**src/rtl/blackjack_pkg.sv**
```systemverilog
// rtl/blackjack_pkg.sv - shared card types, deck constants and dealer state encoding
package blackjack_pkg;

  localparam int DECK_SIZE = 52;
  localparam int RANKS     = 13;

  // Galois right-shift tap mask for x^16+x^14+x^13+x^11+1
  localparam logic [15:0] LFSR_TAPS = 16'hB400;

  typedef enum logic [1:0] {
    IDLE = 2'd0,
    SCAN = 2'd1,
    DEAL = 2'd2
  } dealer_state_e;

  typedef struct packed {
    logic [3:0] rank;
    logic [1:0] suit;
    logic [3:0] points;
    logic       ace;
  } card_t;

  function automatic logic [3:0] rank_points(input logic [3:0] rank);
    return (rank > 4'd10) ? 4'd10 : rank;
  endfunction

endpackage

```
**src/rtl/card_decode.sv**
```systemverilog
// rtl/card_decode.sv - combinational map from shoe index 0..51 to rank, suit and blackjack value
module card_decode
  import blackjack_pkg::*;
(
  input  logic [5:0] idx_i,
  output card_t      card_o
);

  logic [1:0] suit;
  logic [5:0] suit_base;
  logic [3:0] rank;

  always_comb begin
    suit      = 2'd0;
    suit_base = 6'd0;
    if (idx_i >= 6'(3 * RANKS)) begin
      suit      = 2'd3;
      suit_base = 6'(3 * RANKS);
    end else if (idx_i >= 6'(2 * RANKS)) begin
      suit      = 2'd2;
      suit_base = 6'(2 * RANKS);
    end else if (idx_i >= 6'(RANKS)) begin
      suit      = 2'd1;
      suit_base = 6'(RANKS);
    end
    rank = 4'(idx_i - suit_base) + 4'd1;

    card_o.rank   = rank;
    card_o.suit   = suit;
    card_o.points = rank_points(rank);
    card_o.ace    = (rank == 4'd1);
  end

endmodule

```
**src/rtl/card_dealer.sv**
```systemverilog
// rtl/card_dealer.sv - random-without-replacement card dealer driven by a free-running LFSR
module card_dealer #(
  parameter int          DECK_SIZE = blackjack_pkg::DECK_SIZE,
  parameter logic [15:0] LFSR_SEED = 16'hACE1
) (
  input  logic       clk,
  input  logic       reset,
  input  logic       card_req,
  input  logic       shuffle,
  output logic       card_valid,
  output logic [3:0] card_rank,
  output logic [1:0] card_suit,
  output logic [3:0] card_points,
  output logic       card_ace,
  output logic       busy,
  output logic [5:0] cards_left,
  output logic       deck_empty,
  output logic       empty_err
);

  import blackjack_pkg::*;

  localparam logic [5:0] DECK_CNT = 6'(DECK_SIZE);
  localparam logic [5:0] LAST_IDX = 6'(DECK_SIZE - 1);

  dealer_state_e        state_q;
  logic [15:0]          lfsr_q, lfsr_d;
  logic [DECK_SIZE-1:0] used_q;
  logic [5:0]           idx_q;
  logic [5:0]           start_idx;
  logic [5:0]           cards_left_q;
  card_t                card_q;
  card_t                dec_card;
  logic                 card_valid_q;
  logic                 empty_err_q;

  assign lfsr_d    = {1'b0, lfsr_q[15:1]} ^ (lfsr_q[0] ? LFSR_TAPS : 16'h0000);
  assign start_idx = (lfsr_q[5:0] >= DECK_CNT) ? (lfsr_q[5:0] - DECK_CNT) : lfsr_q[5:0];

  card_decode u_decode (
    .idx_i  (idx_q),
    .card_o (dec_card)
  );

  // shuffle overrides whatever the FSM would otherwise do this cycle
  always_ff @(posedge clk or posedge reset) begin
    if (reset) begin
      state_q      <= IDLE;
      lfsr_q       <= LFSR_SEED;
      used_q       <= '0;
      idx_q        <= '0;
      cards_left_q <= DECK_CNT;
      card_q       <= '0;
      card_valid_q <= 1'b0;
      empty_err_q  <= 1'b0;
    end else begin
      lfsr_q       <= lfsr_d;
      card_valid_q <= 1'b0;
      empty_err_q  <= 1'b0;
      if (shuffle) begin
        state_q      <= IDLE;
        used_q       <= '0;
        cards_left_q <= DECK_CNT;
      end else begin
        case (state_q)
          IDLE: begin
            if (card_req) begin
              if (cards_left_q != 6'd0) begin
                idx_q   <= start_idx;
                state_q <= SCAN;
              end else begin
                empty_err_q <= 1'b1;
              end
            end
          end
          SCAN: begin
            if (used_q[idx_q]) begin
              idx_q <= (idx_q == LAST_IDX) ? 6'd0 : idx_q + 6'd1;
            end else begin
              used_q[idx_q] <= 1'b1;
              card_q        <= dec_card;
              cards_left_q  <= cards_left_q - 6'd1;
              card_valid_q  <= 1'b1;
              state_q       <= DEAL;
            end
          end
          DEAL:    state_q <= IDLE;
          default: state_q <= IDLE;
        endcase
      end
    end
  end

  assign card_valid  = card_valid_q;
  assign card_rank   = card_q.rank;
  assign card_suit   = card_q.suit;
  assign card_points = card_q.points;
  assign card_ace    = card_q.ace;
  assign busy        = (state_q != IDLE);
  assign cards_left  = cards_left_q;
  assign deck_empty  = (cards_left_q == 6'd0);
  assign empty_err   = empty_err_q;

endmodule
```
**config.mk**
```make
export PLATFORM = sky130hd
export DESIGN_NAME = card_dealer
export DESIGN_NICKNAME = d
export VERILOG_FILES = /design/src/rtl/blackjack_pkg.sv /design/src/rtl/card_decode.sv /design/src/rtl/card_dealer.sv
export SDC_FILE = /design/constraint.sdc
export NUM_CORES = 1
export LEC_CHECK = 0
export ABC_AREA = 1
export CAP_MARGIN = 5
export CORE_ASPECT_RATIO = 1.2
export CORE_MARGIN = 1.5
export CORE_UTILIZATION = 40
export DETAILED_ROUTE_END_ITERATION = 10
export PLACE_DENSITY = 0.61
export SLEW_MARGIN = 30
export SYNTH_ARGS = -nofsm -noshare
export SYNTH_HDL_FRONTEND = slang
export SYNTH_SLANG_ARGS = --single-unit
```
**constraint.sdc**
```tcl
create_clock -name clk -period 4.8 [get_ports clk]
set_input_delay 0.48 -clock clk [delete_from_list [all_inputs] [get_ports clk]]
set_output_delay 0.48 -clock clk [all_outputs]
set_load 0.01 [all_outputs]
```
# Word level (Yosys, flattened, before mapping)
# Cells that the tools add are included.
# classes
addsub	5
order_cmp	7
eq_ne	10
muxes	36
bitwise_logic	4
n_reduce_logical	11
# op_table
operator	count
$mux 52	3
$or 52x52->52	1
$mux 6	8
$mux 16	1
$mux 4	4
$xor 15x16->16	1
$ge 6x6->1 const B	2
$mux 2	6
$pmux 6 s2	1
$mux 1	10
$ne 3x3->1 const B	3
$ne 2x2->1 const B	4
$lt 6x7->1 const B	1
$add 6x1->6 const B	1
$bmux 1 s6	1
$demux 1 s6	1
$eq 6x6->1 const B	1
$ge 6x1->1 const B	1
$ge 6x4->1 const B	1
$ge 6x5->1 const B	1
$logic_not 6->1	1
$reduce_and 3->1	2
$reduce_bool 2->1	3
$reduce_bool 6->1	1
13 further kinds	14
# totals
regBits	95
output_inout_bits	21

# Longest topological paths before layout
# depth
ltp_word	8
mapped_depth	21
ltp_nobuf	19

# Modules after synthesis
# Synthesis repeated with hierarchy kept, for this count alone.
# unflattened
cells_unflattened	638
area_unflattened_um2	4971.0
# by_module_without_submodules
mod	n_inst	cells_each	area_each_um2	seq_area_each_um2
card_dealer	1	583	4673.2	2391.0
card_decode	1	55	297.8	0.0

# Worst setup path after synthesis
# OpenSTA, ideal clock, no wires.
# synth_path
kind	reg-to-reg
start	reg idx_q[0]
end	reg card_q (netlist bit card_points[0])
setup_ns	0.117
t_arrival_ns	2.640
required_time_ns	4.683
path_slack_ns	2.044
stages_incl_launch_ff	19
path_cell_list	dfrtp_1 > inv_2 > buf_4 > buf_6 > ha_1 > inv_1 > nor2_1 > o21ai_0 > nand3_1 > nand3_1 > nand2_1 > fa_1 > xnor2_1 > xor2_1 > nand2_1 > nand2_1 > a21oi_1 > nand2_1 > nand2_1
# synth_via
elab_chain_cells	8
elab_cells_between_ends	14
# synth_lines
element	line	rtl
start: declaration	card_dealer.sv:29	logic [5:0] idx_q;
start signal: assignment	card_dealer.sv:69	idx_q <= start_idx;
start signal: assignment	card_dealer.sv:78	idx_q <= (idx_q == LAST_IDX) ? 6'd0 : idx_q + 6'd1;
$ge 6x4->1	card_decode.sv:22	end else if (idx_i >= 6'(RANKS)) begin
$mux 4	card_decode.sv:22	
$mux 4	card_decode.sv:19	end else if (idx_i >= 6'(2 * RANKS)) begin
$mux 4	card_decode.sv:16	if (idx_i >= 6'(3 * RANKS)) begin
$sub 4x4->4	card_decode.sv:26	rank = 4'(idx_i - suit_base) + 4'd1;
$add 4x1->4	card_decode.sv:26	
$gt 4x4->1	blackjack_pkg.sv:24	return (rank > 4'd10) ? 4'd10 : rank;
$mux 4	blackjack_pkg.sv:24	
end signal: assignment	card_dealer.sv:81	card_q <= dec_card;
end: declaration	card_dealer.sv:32	card_t card_q;
# Several ways; a longest one is shown, not always the timed one. The select of a mux whose other input is x is not followed.
# A chain may end at the register's enable or synchronous reset.

# Worst setup path after layout
# layout_path
start	reg idx_q[1]
end	reg card_q (netlist bit card_points[0])
# The elaborated chain is that of the path after synthesis.

==> flow_metrics.py <==
metrics = {
    "clock_network": {
        "hold_buffers": 0,
        "post_cts_buffers": 0,
        "cts_root_buf": "clkbuf_16",
        "ctsResizeCount": 0,
        "clock-sinks": 95,
        "clock_latency_ns": 0.34,
        "cts_tree": "built",
        "numCtsBuffers": 9,
        "clk_pin_slew_ns": 0.07,
        "h-tree-depth": 3,
        "cts_buffer_depth": 2,
    },
    "layout": {
        "fin_area_sq_um": 5810,
        "nFillCells": 1285,
        "area_growth_pct": 12.3,
        "diodes": 0,
        "drive_above_1_share_pct": 5.68,
        "final_core_util_pct": 46.1,
        "final_cells": 904,
        "num-nets-final": 748,
    },
    "logic_synthesis": {
        "yosys_warnings": 0,
        "yosys.cell_types.count": 25,
        "netlist_area_sq_um": 5170,
        "syn_nets": 740,
        "ys_seq_area_share_pct": 46.2,
        "avgSynthCellArea_sq_um": 7.12,
        "synthFlopType": "dfrtp_1",
        "ys_ff_latch": 95,
        "synthCells": 727,
        "synth_edf_count": 0,
        "synth-async-reset-ratio_pct": 100,
    },
    "routing": {
        "post_drt_via_cell_ratio": 5.09,
        "vias": 4597,
        "dr.pass1.iters": 5,
        "drc": 0,
        "drt-initial-drc-count": 316,
        "ant_nets": 0,
        "wirelength_um": 13100,
        "routedWlPerCell_um": 14.5,
    },
    "floorplan": {
        "design.die.area_sq_um": 13600,
        "die_height_um": 128,
        "coreArea_sq_um": 12600,
        "io_pins": 25,
        "start_util_pct": 41.0,
        "rows": 45,
        "die_w_um": 107,
    },
    "pwr": {
        "ir_drop_uv": 189,
        "powerDensity_nw_per_um2": 374,
        "p_leak_nw": 3.02,
        "finalPower_mw": 2.17,
    },
    "placed_design": {
        "placed_area_sq_um": 5480,
        "gp_congestion": 0.864,
        "dp_slack_ns": 1.15,
        "place_hpwl_um": 8520,
        "port_buffers": 24,
        "dp_cells": 888,
    },
    "timing": {
        "whs_ns": 0.358,
        "max_slew.worst_pin.slew_ns": 0.796,
        "grt_setup_unrepaired": "false",
        "finalCritPeriodShare_pct": 79.7,
        "slew_headroom_pct": 46.9,
        "period_needed_ns": 3.83,
        "tns_ns": 0,
        "fmax_mhz": 261,
        "layout_setup_ws_ns": 0.974,
        "final-max-slew-violation-count": 0,
        "finClkSkew_ns": 0.00921,
        "finalHoldViolCount": 0,
        "setup_violations": 0,
    },
    "global_routing": {
        "track_usage_pct": 20.4,
        "grt_pass1_vias": 4501,
        "grt_pass1_wl_um": 21900,
        "grt_max_degree": 66,
        "antenna_found_initial": 0,
        "grt-ovfl-total": 0,
    },
    "worst_setup_path": {
        "critPathLaunchType": "flop",
        "critPathKind": "reg -> reg",
        "cp.arrival_ns": 4.06,
        "end_kind": "flop",
        "path_max_fanout": 21,
        "critPathRequiredTime_ns": 5.03,
    },
    "flow_run": {
        "cap_viol_max_count": 0,
    },
    "hold_path": {
        "hold_path_class": "reg -> reg",
    },
    "outcome": {
        "status": "completed",
    },
}
[final cells by class]
class | count | area, sq um | share of cell area (%)
Clock buffer | 9 | 225 | 3.88
Clock inverter | 7 | 103 | 1.77
Inverter | 61 | 231 | 3.99
Multi-Input combinational cell | 538 | 2370 | 40.8
Sequential cell | 95 | 2390 | 41.2
Tap cell | 164 | 205 | 3.53
Timing Repair Buffer | 30 | 285 | 4.91
[kinds of logic (layout without fill, tap and decap cells)]
logic type / after synthesis / count (layout) / synth area share (%)
xor+xnor: 12 / 12 / 2.03
buf+inv: 94 / 107 / 8.03
simple gates: 458 / 458 / 35.3
compound gates: 59 / 59 / 6.14
flops: 95 / 95 / 46.2
fa+ha+maj: 9 / 9 / 2.32
[final timing paths]
path	start	to	slack, ns	depth (start not counted)
min in group asynchronous	reset	idx_q[5]	0.65	2
min reg2reg	lfsr_q[12]	lfsr_q[11]	0.36	0
max reg2reg	idx_q[1]	card_points[0]	0.97	16
min	lfsr_q[12]	lfsr_q[11]	0.36	0
max	idx_q[1]	card_points[0]	0.97	16
max in group asynchronous	reset	cards_left[2]	3.21	3
[flip-flops by register name, summed over array words and instances (netlist names)]
register / count
card_points: 4
lfsr_q: 16
card_ace: 1
used_q: 52
idx_q: 6
card_valid: 1
state_q: 2
card_rank: 4
card_suit: 2
cards_left: 6
empty_err: 1
[worst max-delay path: stages (launching register included)]
cell and delay (ns):
dfrtp_1 0.77, inv_1 0.49, ha_1 0.33, inv_1 0.06, nor2_1 0.04, o21ai_0 0.21, nand3_1 0.18, nand3_1 0.17
nand2_1 0.11, fa_1 0.43, xnor2_1 0.29, xor2_1 0.20, nand2_1 0.07, nand2_1 0.15, a21oi_1 0.09, nand2_1 0.06
nand2_1 0.06
[cell usage after synthesis, drive strengths merged (3+ instances only)]
cell,number,area (sq um)
xnor2,3,26.3
nand2,340,1280
inv,61,229
nand4,11,68.8
ha,8,100
o21bai,8,60.1
dfstp,11,289
a21oi,21,105
clkbuf,10,37.5
o21ai,29,145
nor3,8,40.0
nor2,63,254
buf,23,149
xor2,9,78.8
dfrtp,84,2100
nand3,36,185
[layout by cell type (no fill, tap or decap), types with 11 or more instances in the layout]
master	count
nand4_1	11
nand2_1	340
o21ai_0	23
inv_1	58
clkdlybuf4s50_1	24
dfrtp_1	84
nor2_1	58
a21oi_1	21
nand3_1	35
dfstp_2	11
[metal layers]
metal	up-vias	wire [um]	global-route usage (%)
li1	2256	-	-
met2	134	6360	34.2
met3	19	613	2.70
met1	2188	5860	26.8
met5	-	0	0
met4	0	300	7.69
[report_power, final]
group	switching [mW]	leakage (nW)	total, mW	internal, mW
sequential	0.0446	1.28	0.901	0.856
combinational	0.316	1.58	0.472	0.156
clock	0.333	0.162	0.797	0.464
Power figures use the tool's default switching activity.
